===== src/rtl/p2s_shift_64.sv =====
// p2s_shift_64: captures a parallel word on start and shifts it MSB-first onto
// an external serial shift-register chain using a divided serial clock, then
// pulses a latch strobe so every driver on the chain updates together.
// Optional build macro P2S_AUTO_REFRESH_EN: once started, the block re-captures
// par_data and restarts after every done without needing start again.
module p2s_shift_64 #(
  parameter int DIV   = 2,   // serial half-period in clk cycles (>= 1)
  parameter int WIDTH = 64   // shift width
) (
  input  logic             clk,
  input  logic             rst_n,
  input  logic             start,
  input  logic [WIDTH-1:0] par_data,
  output logic             s_clk,
  output logic             s_data,
  output logic             s_clrn,
  output logic             s_en,
  output logic             busy,
  output logic             done
);

  // Divider counter must also span the 2*DIV-cycle latch window.
  localparam int CW = $clog2(2 * DIV);
  localparam int BW = $clog2(WIDTH);

  localparam logic [CW-1:0] DIV_LAST   = CW'(DIV - 1);
  localparam logic [CW-1:0] LATCH_LAST = CW'(2 * DIV - 1);
  localparam logic [BW-1:0] BIT_LAST   = BW'(WIDTH - 1);

  typedef enum logic [1:0] {
    IDLE  = 2'd0,
    SHIFT = 2'd1,
    LATCH = 2'd2
  } state_t;

  state_t           state;
  logic [WIDTH-1:0] shift_reg;
  logic [BW-1:0]    bit_cnt;
  logic [CW-1:0]    div_cnt;
  logic             go;

`ifdef P2S_AUTO_REFRESH_EN
  logic auto_run;

  // Once the first transfer is accepted, keep restarting after every done.
  assign go = start | auto_run;
`else
  assign go = start;
`endif

  // The serial data bit is the shift register MSB; it is a flop output, only
  // moves at the end of a high phase, and reads 0 once the word is shifted out.
  assign s_data = shift_reg[WIDTH-1];

  // Transfer sequencer: IDLE -> SHIFT -> LATCH -> IDLE with registered outputs.
  // s_clk doubles as the phase register (0 = low phase, 1 = high phase).
  always_ff @(posedge clk or negedge rst_n) begin
    if (!rst_n) begin
      state     <= IDLE;
      shift_reg <= '0;
      bit_cnt   <= '0;
      div_cnt   <= '0;
      s_clk     <= 1'b0;
      s_clrn    <= 1'b0;
      s_en      <= 1'b0;
      busy      <= 1'b0;
      done      <= 1'b0;
`ifdef P2S_AUTO_REFRESH_EN
      auto_run  <= 1'b0;
`endif
    end else begin
      s_clrn <= 1'b1;
      done   <= 1'b0;
      case (state)
        IDLE: begin
          s_clk <= 1'b0;
          s_en  <= 1'b0;
          busy  <= 1'b0;
          if (go) begin
            shift_reg <= par_data;
            bit_cnt   <= '0;
            div_cnt   <= '0;
            busy      <= 1'b1;
            state     <= SHIFT;
`ifdef P2S_AUTO_REFRESH_EN
            auto_run  <= 1'b1;
`endif
          end
        end

        SHIFT: begin
          if (div_cnt == DIV_LAST) begin
            div_cnt <= '0;
            if (!s_clk) begin
              s_clk <= 1'b1;
            end else begin
              // End of the high phase: advance to the next bit.
              s_clk     <= 1'b0;
              shift_reg <= {shift_reg[WIDTH-2:0], 1'b0};
              bit_cnt   <= bit_cnt + 1'b1;
              if (bit_cnt == BIT_LAST) begin
                state <= LATCH;
                s_en  <= 1'b1;
              end
            end
          end else begin
            div_cnt <= div_cnt + 1'b1;
          end
        end

        LATCH: begin
          if (div_cnt == LATCH_LAST) begin
            div_cnt <= '0;
            state   <= IDLE;
            s_en    <= 1'b0;
            busy    <= 1'b0;
            done    <= 1'b1;
          end else begin
            div_cnt <= div_cnt + 1'b1;
          end
        end

        default: begin
          state <= IDLE;
        end
      endcase
    end
  end

endmodule

===== config.mk =====
export PLATFORM = sky130hd
export DESIGN_NAME = p2s_shift_64
export DESIGN_NICKNAME = d
export VERILOG_FILES = /design/src/rtl/p2s_shift_64.sv
export SDC_FILE = /design/constraint.sdc
export NUM_CORES = 1
export LEC_CHECK = 0
export ABC_AREA = 1
export BUFFER_PORTS_ARGS = -buffer_cell sky130_fd_sc_hd__buf_2
export CAP_MARGIN = 20
export CORE_MARGIN = 1
export CORE_UTILIZATION = 25
export CTS_BUF_LIST = sky130_fd_sc_hd__clkbuf_4
export CTS_CLUSTER_DIAMETER = 150
export DETAILED_ROUTE_END_ITERATION = 6
export PLACE_DENSITY = 0.46
export SLEW_MARGIN = 5
export SYNTH_ARGS = -nofsm -noshare
export SYNTH_HDL_FRONTEND = slang
export SYNTH_SLANG_ARGS = --single-unit

===== constraint.sdc =====
create_clock -name clk -period 3.11 [get_ports clk]
set_input_delay 0.933 -clock clk [delete_from_list [all_inputs] [get_ports clk]]
set_output_delay 0.933 -clock clk [all_outputs]
set_load 0.02 [all_outputs]

==> results of run 1 <==
[cells in the final DEF, fill, tap and decap left out, types with 8 or more instances in the layout]
cell	synthesis	final
mux2i_1	63	63
clkbuf_4	0	10
inv_1	16	16
dfrtp_1	79	79
o21ai_1	45	45
nand2_1	95	95
buf_2	8	71
o21ai_2	19	19
nand4_1	8	8
nand3_1	9	9
[cells in the mapped netlist (all sizes together)]
master,n
mux2i,63
inv,19
ha,8
dfrtp,79
conb,1
or2,1
o22ai,2
nand2,97
nand3,9
a21oi,2
nand4,8
clkbuf,4
nor2,5
buf,18
o21ai,70
[report_power, final]
| part | total, mW | leakage (nW) | switching (mW) | internal [mW] |
|---|---|---|---|---|
| clock network | 0.512 | 0.0563 | 0.350 | 0.162 |
| registers | 1.74 | 0.997 | 0.249 | 1.49 |
| logic | 2.17 | 1.07 | 1.29 | 0.882 |
| total | 4.43 | 2.13 | 1.89 | 2.54 |
[area by class of cell]
| cell class | instances | area [µm²] | area share (%) |
|---|---|---|---|
| flip-flops and latches | 79 | 1980 | 43.6 |
| multi-input cells | 266 | 1700 | 37.4 |
| repair buffers | 78 | 445 | 9.83 |
| well taps | 188 | 235 | 5.19 |
| clock buffers | 10 | 75.1 | 1.66 |
| inverters | 19 | 73.8 | 1.63 |
| clock inverters | 6 | 27.5 | 0.607 |
| diodes | 1 | 2.50 | 0.0552 |
[kinds of logic after synthesis]
kind of cell | after synthesis
compound gates | 74
fa+ha+maj | 8
buf+inv | 41
flops | 79
mux | 63
other cells | 1
simple gates | 120
[worst max-delay path, stage by stage, from the launching register on]
cell     delay [ns]
dfrtp_1        0.44
inv_1          0.13
ha_4           0.30
nand2_1        0.13
nand2_2        0.15
nor2_8         0.08
inv_4          0.25
buf_4          0.33
nand2_1        0.09
o21ai_1        0.08
[worst paths after layout]
check | startpoint | slack (ns) | depth (start not counted) | to
max | state[1] | 1.06 | 9 | shift_reg[20]
min | rst_n | 0.35 | 1 | shift_reg[3]
max reg2reg | state[1] | 1.06 | 9 | shift_reg[20]
min reg2reg | s_en | 0.48 | 2 | s_en
max in group asynchronous | rst_n | 2.13 | 2 | shift_reg[36]
min in group clk | s_en | 0.48 | 2 | s_en
[routing by layer]
metal	part of all wire (%)	track usage [%]
met2	45	17.6
met5	0	0
met3	4.1	2.45
met4	2.3	6.30
met1	48	15.0
==> impl_results.md, run 1 <==
* Routability cong. at 0.748
* Synth Instances at 386
* Netlist Area Pre-Place at 0.00388 mm²
* Largest cells by area after synthesis: dfrtp_1 (51%), mux2i_1 (16%), nand2_1 (9.2%), o21ai_1 (5.8%), o21ai_2 (4.3%)
* #FFs+latches synth at 79
* Longest Clk Path Bufs at 2
* Multiplexer area fraction after synthesis at 16.2%
* Compound-Gate Fraction of Synth Area at 11.4%
* Global-route wire length before repair at 14.3 mm
* GRT Resource Usage Total at 11.4%
* Hold Buf Count CTS at 0
* Routed wire length at 8.20 mm
* DRC at 0
* Share of the yosys chip area belonging to registers at 50.9%
* Cell taking the most area after synthesis: dfrtp_1
* WL/cell at 12.7 µm
* CP arrival at 2.43 ns
* Largest family of logic cells by synthesized area: multiplexers
* Synth-to-Final Area Change at 16.7%
* Avg Cell Area, Syn at 10.1 µm²
* Placed Area at 0.00443 mm²
* CTS tree: yes
* Lkg Pwr at 2.13 nW
* Congestion Overflow GR at 0
* Post-Synth Simple-Gate Area at 13.0%
* Vias per std cell at 4.39
* Endpoints failing hold at 0
* VDD IR max at 0.303 mV
* Port buffer count at 72
* Critical Path Sink Type: flop
* Hold_ws at 0.348 ns
* Final HPWL DP at 5.73 mm
* Setup WS pre-CTS at 0.850 ns
* Minimum clock period at 2.05 ns
* Via Count at 2,842
* Reg clk slew, reported paths at 0.12 ns
* Postcts setup bufs at 0
* Slew HR at 58.9%
* Cell total after placement at 630
* HP Class: in2async
* Pwr dens at 976 mW/mm²
* Netlist cell types at 23
* Crit Path Class: reg2reg
* Worst Max-Slew Pin Slew at 0.617 ns
* Layout cells sized above 1 at 25.5%
* Maximum number of pins on one net before global-route repair at 64
* I/O Pins at 73
* PnR worst setup slack at 1.06 ns
* Critical Path Fanout Max at 28
* Die H at 127 µm
* Tcrit/Tclk final at 66.0%
* FP Rows at 45
* Fmax at 487 MHz
* Nets at 528
* Design Area, Final at 0.00453 mm²
* Post-Syn Nets at 461
* Unrepaired setup endpoints after global routing: false
* Initial antenna violation count at 1
* Max-cap violations at 0
* Vias in the first global route at 2,891
* Yosys warning total at 0
* Worst Clk Skew at 0.00825 ns
* Adder-cell area share of the yosys netlist at 2.58%
* Status: finished clean
* TNS Setup at 0 ns
* Post-synthesis xor/xnor area fraction at 0%
* CP Launch Type: flop
* Slew Viols, Final at 0
* H-tree depth at 3
* Die ar. at 0.0160 mm²
* Clock Root Buffer: clkbuf_4
* Final core utilization at 29.8%
* Largest register FFs at 64
* Pre-antenna DRT Iters at 6
* Setup violators final at 0
* Synth top area share at 50.9%
* Total power at 4.43 mW
* Post-DRT Antenna Nets at 0
* DRT iter0 DRCs at 128
* Fillers at 1,604
* Post-Layout Cell Count at 647
* Die Wd at 127 µm
* Total CTS buffers at 9
* Core area at 0.0152 mm²
* Post-cts resize count at 0
* Critical Path RT at 3.48 ns
* Clk_lat worst skew at 0.43 ns
* Sink Count at 79
* Initial Util at 25.6%
Note: power is estimated with default switching activity, not from simulation.
==> run 2: changes to the inputs <==
==> constraint.sdc (replaced) <==
create_clock -name clk -period 1.92 [get_ports clk]
set_input_delay 0.576 -clock clk [delete_from_list [all_inputs] [get_ports clk]]
set_output_delay 0.576 -clock clk [all_outputs]
set_load 0.02 [all_outputs]
==> impl_results.md, run 2 (synthesized netlist as in run 1, its figures left out) <==
* Most frequent cells in the layout: nand2_1 (95), dfrtp_1 (78), buf_2 (71)
* Most common cell after layout, fill and taps aside: nand2_1
* Clk_lat worst skew at 0.45 ns (+0.02 ns)
* Initial Util at 25.6% (unchanged)
* Register-to-Register Path Depth at 10 (+1)
* Total CTS buffers at 9 (unchanged)
* Comb pwr share at 49.2% (about the same)
* Register-to-register setup slack at 0.16 ns (-0.90 ns)
* Cell total after placement at 633 (+0.48%)
* Routability cong. at 0.734 (-1.9%)
* Lkg Pwr at 2.16 nW (+1.5%)
* Sink Count at 79 (unchanged)
* Pre-antenna DRT Iters at 4 (-2)
* Worst Clk Skew at 0.0137 ns (+0.00541 ns)
* Vias per std cell at 4.37 (-0.60%)
* Synth-to-Final Area Change at 18.3%
* Port buffer count at 72 (unchanged)
* CTS tree: yes
* DRC at 0 (unchanged)
* TNS Setup at 0 ns (unchanged)
* CP arrival at 2.10 ns (-0.33 ns)
* Switch share at 42.2% (-0.54 points)
* Global-route wire length before repair at 14.5 mm (+1.5%)
* Power Internal at 4.28 mW (+69%)
* Via Count at 2,838 (-0.14%)
* Pwr dens at 1610 mW/mm² (+65%)
* Unrepaired setup endpoints after global routing: false
* Placed Area at 0.00448 mm² (+1.1%)
* GRT Resource Usage Total at 11.7% (+0.25 points)
* PnR worst setup slack at 0.160 ns (-0.897 ns)
* Die ar. at 0.0160 mm² (unchanged)
* Routed wire length at 8.58 mm (+4.6%)
* VDD IR max at 0.488 mV (+61%)
* HP Class: in2async
* Maximum number of pins on one net before global-route repair at 51 (-20%)
* Clock Power Share at 12.5% (+0.9 points)
* Longest Clk Path Bufs at 2 (unchanged)
* Clock Root Buffer: clkbuf_4
* Worst setup path startpoint: state[1]
* Nets at 531 (+0.57%)
* Crit Path Class: reg2reg
* Critical Path Fanout Max at 50 (+79%)
* Design Area, Final at 0.00459 mm² (+1.4%)
* DRT iter0 DRCs at 140 (+9.4%)
* Layout cells sized above 1 at 26.9% (+1.4 points)
* CP Launch Type: flop
* Vias in the first global route at 2,884 (-0.24%)
* Post-Layout Cell Count at 650 (+0.46%)
* Tcrit/Tclk final at 91.7% (+26 points)
* Worst r2r dst: shift_reg[19]
* Total power at 7.39 mW (+67%)
* Congestion Overflow GR at 0 (unchanged)
* Endpoints failing hold at 0 (unchanged)
* Setup WS pre-CTS at 0.120 ns (-0.730 ns)
* Fmax at 568 MHz (+17%)
* Slew Viols, Final at 0 (unchanged)
* Status: finished clean
* Initial antenna violation count at 1 (unchanged)
* Psw at 3.12 mW (+65%)
* FP Rows at 45 (unchanged)
* Post-DRT Antenna Nets at 0 (unchanged)
* Max-cap violations at 0 (unchanged)
* Sequential power share at 38.3% (-1.0 points)
* FF-to-FF Start: state[1]
* Final HPWL DP at 5.99 mm (+4.6%)
* Die H at 127 µm (unchanged)
* Core area at 0.0152 mm² (unchanged)
* Largest register FFs at 64 (unchanged)
* Setup violators final at 0 (unchanged)
* Reg clk slew, reported paths at 0.13 ns (about the same)
* Minimum clock period at 1.76 ns (-0.293 ns)
* WL/cell at 13.2 µm (+4.1%)
* Critical Path RT at 2.26 ns (-1.22 ns)
* I/O Pins at 73 (unchanged)
* Critical Path Sink Type: flop
* H-tree depth at 3 (unchanged)
* Die Wd at 127 µm (unchanged)
run 2: how the worst max path moves through the flow:
stage and to:
3_3_place_gp shift_reg[8], 5_1_grt shift_reg[28], 6_report shift_reg[19], 3_5_place_dp shift_reg[34], 2_1_floorplan shift_reg[63], 4_1_cts shift_reg[34]
run 2: area by class of cell:
| type | count | area, µm² |
|---|---|---|
| fill | 1605 | 10600 |
| sequential | 79 | 1980 |
| multi-input combinational | 266 | 1700 |
| timing repair buffer | 81 | 493 |
| tap | 188 | 235 |
| clock buffer | 14 | 105 |
| inverter | 19 | 73.8 |
| clock inverter | 2 | 7.51 |
| antenna | 1 | 2.50 |
run 2: repair_timing:
action                                  in CTS  in global routing
buffers inserted                             0                  0
hold buffers                                 0                  0
resized for setup                            0                  2
endpoints found under the setup margin       0                 27
hold endpoints to repair                     0                  0
run 2: through the flow:
| step | hold WS, ns | utilization [%] |
|---|---|---|
| floorplan | 0.280 | - |
| global placement | 0.463 | 29.4 |
| detailed placement | 0.471 | 29.4 |
| CTS | 0.00251 | 30.2 |
| global route | 0.0120 | 30.2 |
| finish | 0.0162 | 30.2 |
run 2: power by group through the flow:
stage | Combinational, mW | Sequential (mW) | Clock (mW)
2_1_floorplan | 3.04 | 2.78 | 0
3_3_place_gp | 3.61 | 2.85 | 0
3_5_place_dp | 3.72 | 2.87 | 0
4_1_cts | 3.73 | 2.84 | 0.974
5_1_grt | 4.14 | 2.93 | 1.03
6_report | 3.64 | 2.83 | 0.922
run 2: metal layers:
| metal | up-vias | share of wire, % | global-route usage [%] |
|---|---|---|---|
| met5 | - | 0 | 0 |
| met4 | 0 | 1.7 | 6.09 |
| met3 | 8 | 3.4 | 2.53 |
| met2 | 49 | 46 | 18.1 |
| met1 | 1335 | 49 | 15.3 |
| li1 | 1446 | - | - |
run 2: worst max-delay path: stages (launching register included):
cell and delay, ns:
dfrtp_1 0.43, inv_1 0.13, ha_2 0.24, inv_2 0.03
nand2_1 0.07, nand2_2 0.10, nor2_8 0.20, inv_4 0.11
buf_12 0.19, nand2_1 0.08, o21ai_1 0.06
